$ cat src/rtl/int_div_radix.sv
// Iterative radix-2^STEP restoring integer divider with signed/unsigned and rv32 word modes.
// Define INT_DIV_EARLY_EXIT_EN to let divide-by-zero and signed overflow skip the iteration phase.
module int_div_radix #(
    parameter int WIDTH = 64,
    parameter int STEP  = 4
) (
    input  logic             i_clk,
    input  logic             i_nrst,
    input  logic             i_ena,
    input  logic             i_unsigned,
    input  logic             i_rv32,
    input  logic             i_residual,
    input  logic [WIDTH-1:0] i_a1,
    input  logic [WIDTH-1:0] i_a2,
    output logic [WIDTH-1:0] o_res,
    output logic             o_valid,
    output logic             o_busy
);
    typedef enum logic [1:0] {S_IDLE = 2'd0, S_CALC = 2'd1, S_CORR = 2'd2} state_t;

    localparam logic             HAS_RV  = (WIDTH > 32);
    localparam logic [6:0]       CNT_W   = 7'(WIDTH / STEP - 1);
    localparam logic [6:0]       CNT_32  = 7'(32 / STEP - 1);
    localparam logic [WIDTH-1:0] MIN_W   = {1'b1, {(WIDTH-1){1'b0}}};
    localparam logic [WIDTH-1:0] MIN_32  = WIDTH'(32'h8000_0000);
    localparam logic [WIDTH-1:0] ONES_W  = '1;
    localparam logic [WIDTH-1:0] ONES_32 = WIDTH'(32'hFFFF_FFFF);

    function automatic logic [WIDTH-1:0] fn_zext32(input logic [WIDTH-1:0] x);
        logic [WIDTH-1:0] r;
        r       = '0;
        r[31:0] = x[31:0];
        return r;
    endfunction

    function automatic logic [WIDTH-1:0] fn_sext32(input logic [WIDTH-1:0] x);
        logic [WIDTH-1:0] r;
        r = x;
        for (int i = 32; i < WIDTH; i++) r[i] = x[31];
        return r;
    endfunction

    function automatic logic [WIDTH-1:0] fn_neg(input logic [WIDTH-1:0] x, input logic en);
        return en ? -x : x;
    endfunction

    state_t           r_state;
    logic [6:0]       r_cnt;
    logic [WIDTH-1:0] r_rem;
    logic [WIDTH-1:0] r_q;
    logic [WIDTH-1:0] r_div;
    logic [WIDTH-1:0] r_a1x;
    logic [WIDTH-1:0] r_res_p0;
    logic             r_vld_p0;
    logic             r_rv;
    logic             r_resid;
    logic             r_negq;
    logic             r_negr;
    logic             r_dz;
    logic             r_ovf;

    logic             w_rv;
    logic             w_go;
    logic             w_neg1;
    logic             w_neg2;
    logic             w_dz;
    logic             w_ovf;
    logic             w_early;
    logic [WIDTH-1:0] w_a1n;
    logic [WIDTH-1:0] w_a2n;
    logic [WIDTH-1:0] w_mag1;
    logic [WIDTH-1:0] w_mag2;
    logic [WIDTH-1:0] w_qinit;

    // Operand capture: truncate to the active width and split into sign and magnitude
    assign w_rv    = HAS_RV & i_rv32;
    assign w_go    = i_ena & ~o_busy & (r_state == S_IDLE);
    assign w_a1n   = w_rv ? fn_zext32(i_a1) : i_a1;
    assign w_a2n   = w_rv ? fn_zext32(i_a2) : i_a2;
    assign w_neg1  = ~i_unsigned & (w_rv ? i_a1[31] : i_a1[WIDTH-1]);
    assign w_neg2  = ~i_unsigned & (w_rv ? i_a2[31] : i_a2[WIDTH-1]);
    assign w_mag1  = w_rv ? fn_zext32(fn_neg(w_a1n, w_neg1)) : fn_neg(w_a1n, w_neg1);
    assign w_mag2  = w_rv ? fn_zext32(fn_neg(w_a2n, w_neg2)) : fn_neg(w_a2n, w_neg2);
    assign w_dz    = (w_a2n == '0);
    assign w_ovf   = ~i_unsigned & (w_a1n == (w_rv ? MIN_32 : MIN_W))
                                 & (w_a2n == (w_rv ? ONES_32 : ONES_W));
    // A 32-bit dividend sits at the top so quotient bits emerge in the low word
    assign w_qinit = w_rv ? (w_mag1 << (WIDTH - 32)) : w_mag1;

`ifdef INT_DIV_EARLY_EXIT_EN
    assign w_early = w_dz | w_ovf;
`else
    assign w_early = 1'b0;
`endif

    logic [WIDTH-1:0] w_rem_nx;
    logic [WIDTH-1:0] w_q_nx;
    logic [WIDTH:0]   w_trial;

    always_comb begin
        w_rem_nx = r_rem;
        w_q_nx   = r_q;
        w_trial  = '0;
        for (int i = 0; i < STEP; i++) begin
            w_trial = {w_rem_nx, w_q_nx[WIDTH-1]};
            w_q_nx  = {w_q_nx[WIDTH-2:0], 1'b0};
            if (w_trial >= {1'b0, r_div}) begin
                w_trial   = w_trial - {1'b0, r_div};
                w_q_nx[0] = 1'b1;
            end
            w_rem_nx = w_trial[WIDTH-1:0];
        end
    end

    logic [WIDTH-1:0] w_qf;
    logic [WIDTH-1:0] w_rf;
    logic [WIDTH-1:0] w_corr;

    // Sign correction and special-case override
    always_comb begin
        w_qf = fn_neg(r_rv ? fn_zext32(r_q) : r_q, r_negq);
        w_rf = fn_neg(r_rem, r_negr);
        if (r_rv) begin
            w_qf = fn_sext32(w_qf);
            w_rf = fn_sext32(w_rf);
        end
        if (r_dz) begin
            w_qf = '1;
            w_rf = r_a1x;
        end else if (r_ovf) begin
            w_qf = r_a1x;
            w_rf = '0;
        end
        w_corr = r_resid ? w_rf : w_qf;
    end

    always_ff @(posedge i_clk or negedge i_nrst) begin
        if (!i_nrst) begin
            r_state  <= S_IDLE;
            r_cnt    <= '0;
            r_rem    <= '0;
            r_q      <= '0;
            r_div    <= '0;
            r_a1x    <= '0;
            r_res_p0 <= '0;
            r_vld_p0 <= 1'b0;
            r_rv     <= 1'b0;
            r_resid  <= 1'b0;
            r_negq   <= 1'b0;
            r_negr   <= 1'b0;
            r_dz     <= 1'b0;
            r_ovf    <= 1'b0;
            o_res    <= '0;
            o_valid  <= 1'b0;
            o_busy   <= 1'b0;
        end else begin
            o_valid <= 1'b0;
            // Output stage: publish the corrected result one cycle after CORR
            if (r_vld_p0) begin
                o_res    <= r_res_p0;
                o_valid  <= 1'b1;
                o_busy   <= 1'b0;
                r_vld_p0 <= 1'b0;
            end
            case (r_state)
                S_IDLE: begin
                    if (w_go) begin
                        r_rv    <= w_rv;
                        r_resid <= i_residual;
                        r_negq  <= w_neg1 ^ w_neg2;
                        r_negr  <= w_neg1;
                        r_dz    <= w_dz;
                        r_ovf   <= w_ovf;
                        r_a1x   <= w_rv ? fn_sext32(i_a1) : i_a1;
                        r_div   <= w_mag2;
                        r_rem   <= '0;
                        r_q     <= w_qinit;
                        r_cnt   <= w_rv ? CNT_32 : CNT_W;
                        o_busy  <= 1'b1;
                        r_state <= w_early ? S_CORR : S_CALC;
                    end
                end
                S_CALC: begin
                    r_rem <= w_rem_nx;
                    r_q   <= w_q_nx;
                    r_cnt <= r_cnt - 7'd1;
                    if (r_cnt == 7'd0) r_state <= S_CORR;
                end
                S_CORR: begin
                    r_res_p0 <= w_corr;
                    r_vld_p0 <= 1'b1;
                    r_state  <= S_IDLE;
                end
                default: r_state <= S_IDLE;
            endcase
        end
    end

endmodule

$ cat config.mk
export PLATFORM = sky130hd
export DESIGN_NAME = int_div_radix
export DESIGN_NICKNAME = d
export VERILOG_FILES = /design/src/rtl/int_div_radix.sv
export SDC_FILE = /design/constraint.sdc
export NUM_CORES = 2
export LEC_CHECK = 0
export BUFFER_PORTS_ARGS = -buffer_cell sky130_fd_sc_hd__buf_4
export CAP_MARGIN = 15
export CORE_ASPECT_RATIO = 1.75
export CORE_UTILIZATION = 40
export CTS_CLUSTER_DIAMETER = 200
export DETAILED_ROUTE_END_ITERATION = 8
export SYNTH_ARGS = -nofsm -noshare
export SYNTH_HDL_FRONTEND = slang
export SYNTH_SLANG_ARGS = --single-unit
$ cat constraint.sdc
create_clock -name i_clk -period 21.7 [get_ports i_clk]
set_input_delay 3.255 -clock i_clk [delete_from_list [all_inputs] [get_ports i_clk]]
set_output_delay 3.255 -clock i_clk [all_outputs]
set_load 0.1 [all_outputs]
==> results by group <==
Status
  – Outcome: finished clean

Global route
  – Vias in the first global route: 43.38k
  – First-pass GRT wire length: 299000 µm
  – Grt total ovfl: 0
  – Tot GR Track Use: 38.82%
  – Initial antenna violation count: 13
  – Largest net degree at the start of global routing: 134

Clocking
  – Post-CTS Setup Repair Bufs: 0
  – # clock sinks: 402
  – Max clock buf depth: 3
  – Root Buffer: clkbuf_16
  – Total number of H-tree levels: 2
  – Cts bufs inserted: 45
  – CTS tree: built
  – Clock latency on the worst-skew pair: 650 ps
  – Clk pin slew, worst setup/hold paths: 70 ps
  – Hold-fix buffers, CTS: 0
  – CTS resizes: 0

Synthesis
  – Post-synthesis cell type count: 96
  – Mapped Cells: 5405
  – Most common flop cell mapped by yosys: dfrtp_1
  – Post-synthesis async set-or-reset flop share: 100.0%
  – Post-synth EDFFs: 0
  – Ys Warns: 0
  – Syn avg cell area: 7.672 µm²
  – Synthesized flop and latch total: 402
  – Mapped cell area: 41470 µm²
  – Syn Nets: 5806
  – Sequential share of the synthesized area: 24.26%

Finish
  – Layout cells sized above 1: 9.989%
  – Most common cell after layout, fill and taps aside: nand2_1
  – Most frequent cells in the layout: nand2_1, a21oi_1, o21ai_0
  – Layout Nets: 5782
  – Area Overhead vs Synth: 9.888%
  – Fillcell total: 10.59k

Power
  – Cell Pwr Density: 39.25 nW/µm²
  – Total power: 0.001789 W
  – Pleak: 19.81 nW
  – Max VDD drop: 0.00006392 V

Floorplan
  – Row count: 155
  – Core Area: 102400 µm²
  – Die area: 105000 µm²
  – Die X: 245.4 µm
  – Die outline height: 427.9 µm
  – I/O Pins: 200
  – Initial core utilization: 40.49%

Worst setup path
  – Crit path to: r_rem[62]
  – Reg-to-reg startpoint: r_rem[47]
  – R2R setup slack: 2770 ps
  – Cell mode on critical path: buf_4
  – Register-to-Register Path Depth: 51
  – Worst path slowest cell: nor4_1
  – CP max stage delay: 840 ps
  – Crit path from: r_rem[47]
  – Worst r2r dst: r_rem[62]
  – CP Depth: 51
  – CP Max Fanout: 54
  – Crit path capture type: flop
  – Worst Path Required: 22240 ps
  – Crit path kind: flop to flop
  – Critical path buffers and inverters: 6
  – Delay-heaviest family, CP: simple AND/OR/NAND/NOR gates
  – Arr. time, crit path: 19470 ps
  – Critical Path Source Type: flop

Route
  – Final ANT Viol Nets: 0
  – First-pass DRT Iterations: 8
  – DR vias: 44.01k
  – Wirelength per Cell: 30.84 µm
  – Routed wire length: 208300 µm
  – Initial DRC count: 4247
  – Via density: 6.514
  – DRC violations left: 0

STA
  – Fmax achieved: 0.05282 GHz
  – Max Slew Vio Count: 0
  – Setup TNS Final: 0 ps
  – Final period utilization: 87.25%
  – Hold Slack: 473.3 ps
  – Least-Margin Pin Slew: 1251 ps
  – Worst slew margin: 15.93%
  – Worst Skew: 25.56 ps
  – Final worst setup slack: 2767 ps
  – Final setup fails: 0
  – Post-layout min period: 18930 ps
  – Hold Fails Final Rpt: 0
  – RSZ-0062 raised after global routing: false

Worst hold path
  – Min-delay src: r_res_p0[7]
  – Hold Path Class: flop to flop

Placed design
  – Port Buffers: 199
  – GP Congestion: 1.071
  – HPWL Detailed: 164500 µm
  – Dpl ws: 3525 ps

Run
  – Number of max-cap violations: 0
layer usage:
metal / up-vias / track usage, % / share of wire [%]
met5: - / 0 / 0.013
met4: 4 / 33.44 / 10
met3: 719 / 5.575 / 5.9
met2: 2053 / 66.11 / 48
met1: 21430 / 41.85 / 36
li1: 19800 / - / -
tightest hold or removal path, stage by stage, from the launching register on:
cell and delay [ps]:
dfrtp_1 340, nand2_1 40, o21ai_0 60
area by class of cell:
cell class	count	area [µm²]	share of cell area, %
Multi-Input combinational cell	4467	29420	64.57
Sequential cell	402	10070	22.10
Timing Repair Buffer	273	2073	4.550
Tap cell	1334	1669	3.663
Clock buffer	60	1274	2.795
Inverter	192	720.7	1.582
Clock inverter	22	324.1	0.7112
Antenna cell	5	12.51	0.02746
synth_stat cells (54+ instances only):
master	n	area, µm²
a21o_1	145	1089
a21oi_1	479	2397
a22oi_1	74	555.5
a31oi_1	55	344.1
clkbuf_1	277	1040
dfrtp_1	402	10060
ha_1	263	3291
inv_1	191	716.9
mux2_2	110	1239
mux2i_1	80	800.8
nand2_1	597	2241
nand2b_1	75	469.2
nand3_1	121	605.6
nand4_1	98	613.1
nor2_1	364	1366
nor3_1	84	420.4
o21ai_0	480	2402
o21ai_1	82	410.4
o22ai_1	71	444.2
o31ai_1	66	495.5
or3_1	54	337.8
xnor2_1	256	2242
xor2_1	217	1901
registers in the layout (all words and copies together) (netlist names):
name / cells
r_div: 64
o_valid: 1
r_negq: 1
o_busy: 1
r_resid: 1
r_dz: 1
r_negr: 1
r_vld_p0: 1
r_q: 64
r_cnt: 7
r_rem: 64
r_res_p0: 64
r_ovf: 1
r_rv: 1
o_res: 64
r_state: 2
r_a1x: 64
power by group:
part	leakage [nW]	internal [W]	switching (W)
Sequential	5.11	0.000749	0
Combinational	13.9	0.0000451	0.000110
Clock	0.773	0.000498	0.000386
cells by family after synthesis:
logic type / Yosys count / share of synthesized area (%)
compound gates: 1884 / 28.64
flops: 402 / 24.26
simple gates: 1652 / 18.96
buf+inv: 536 / 5.066
fa+ha+maj: 267 / 8.129
xor+xnor: 473 / 9.991
mux: 191 / 4.946
worst min path at each step:
stage / end / cells past startpoint
6_report: r_res_p0[7] / 2
5_1_grt: r_res_p0[37] / 1
4_1_cts: r_res_p0[22] / 2
3_5_place_dp: r_res_p0[7] / 2
3_3_place_gp: r_res_p0[37] / 1
2_1_floorplan: o_valid / 0
metrics by stage:
step	instances	utilization [%]	instance area [µm²]
2_1_floorplan	5405	-	41470
3_3_place_gp	6664	42.91	43930
3_5_place_dp	6666	42.91	43940
4_1_cts	6748	44.47	45540
5_1_grt	6750	44.49	45550
6_report	6755	44.50	45570
(Power assumes the default switching activity.)
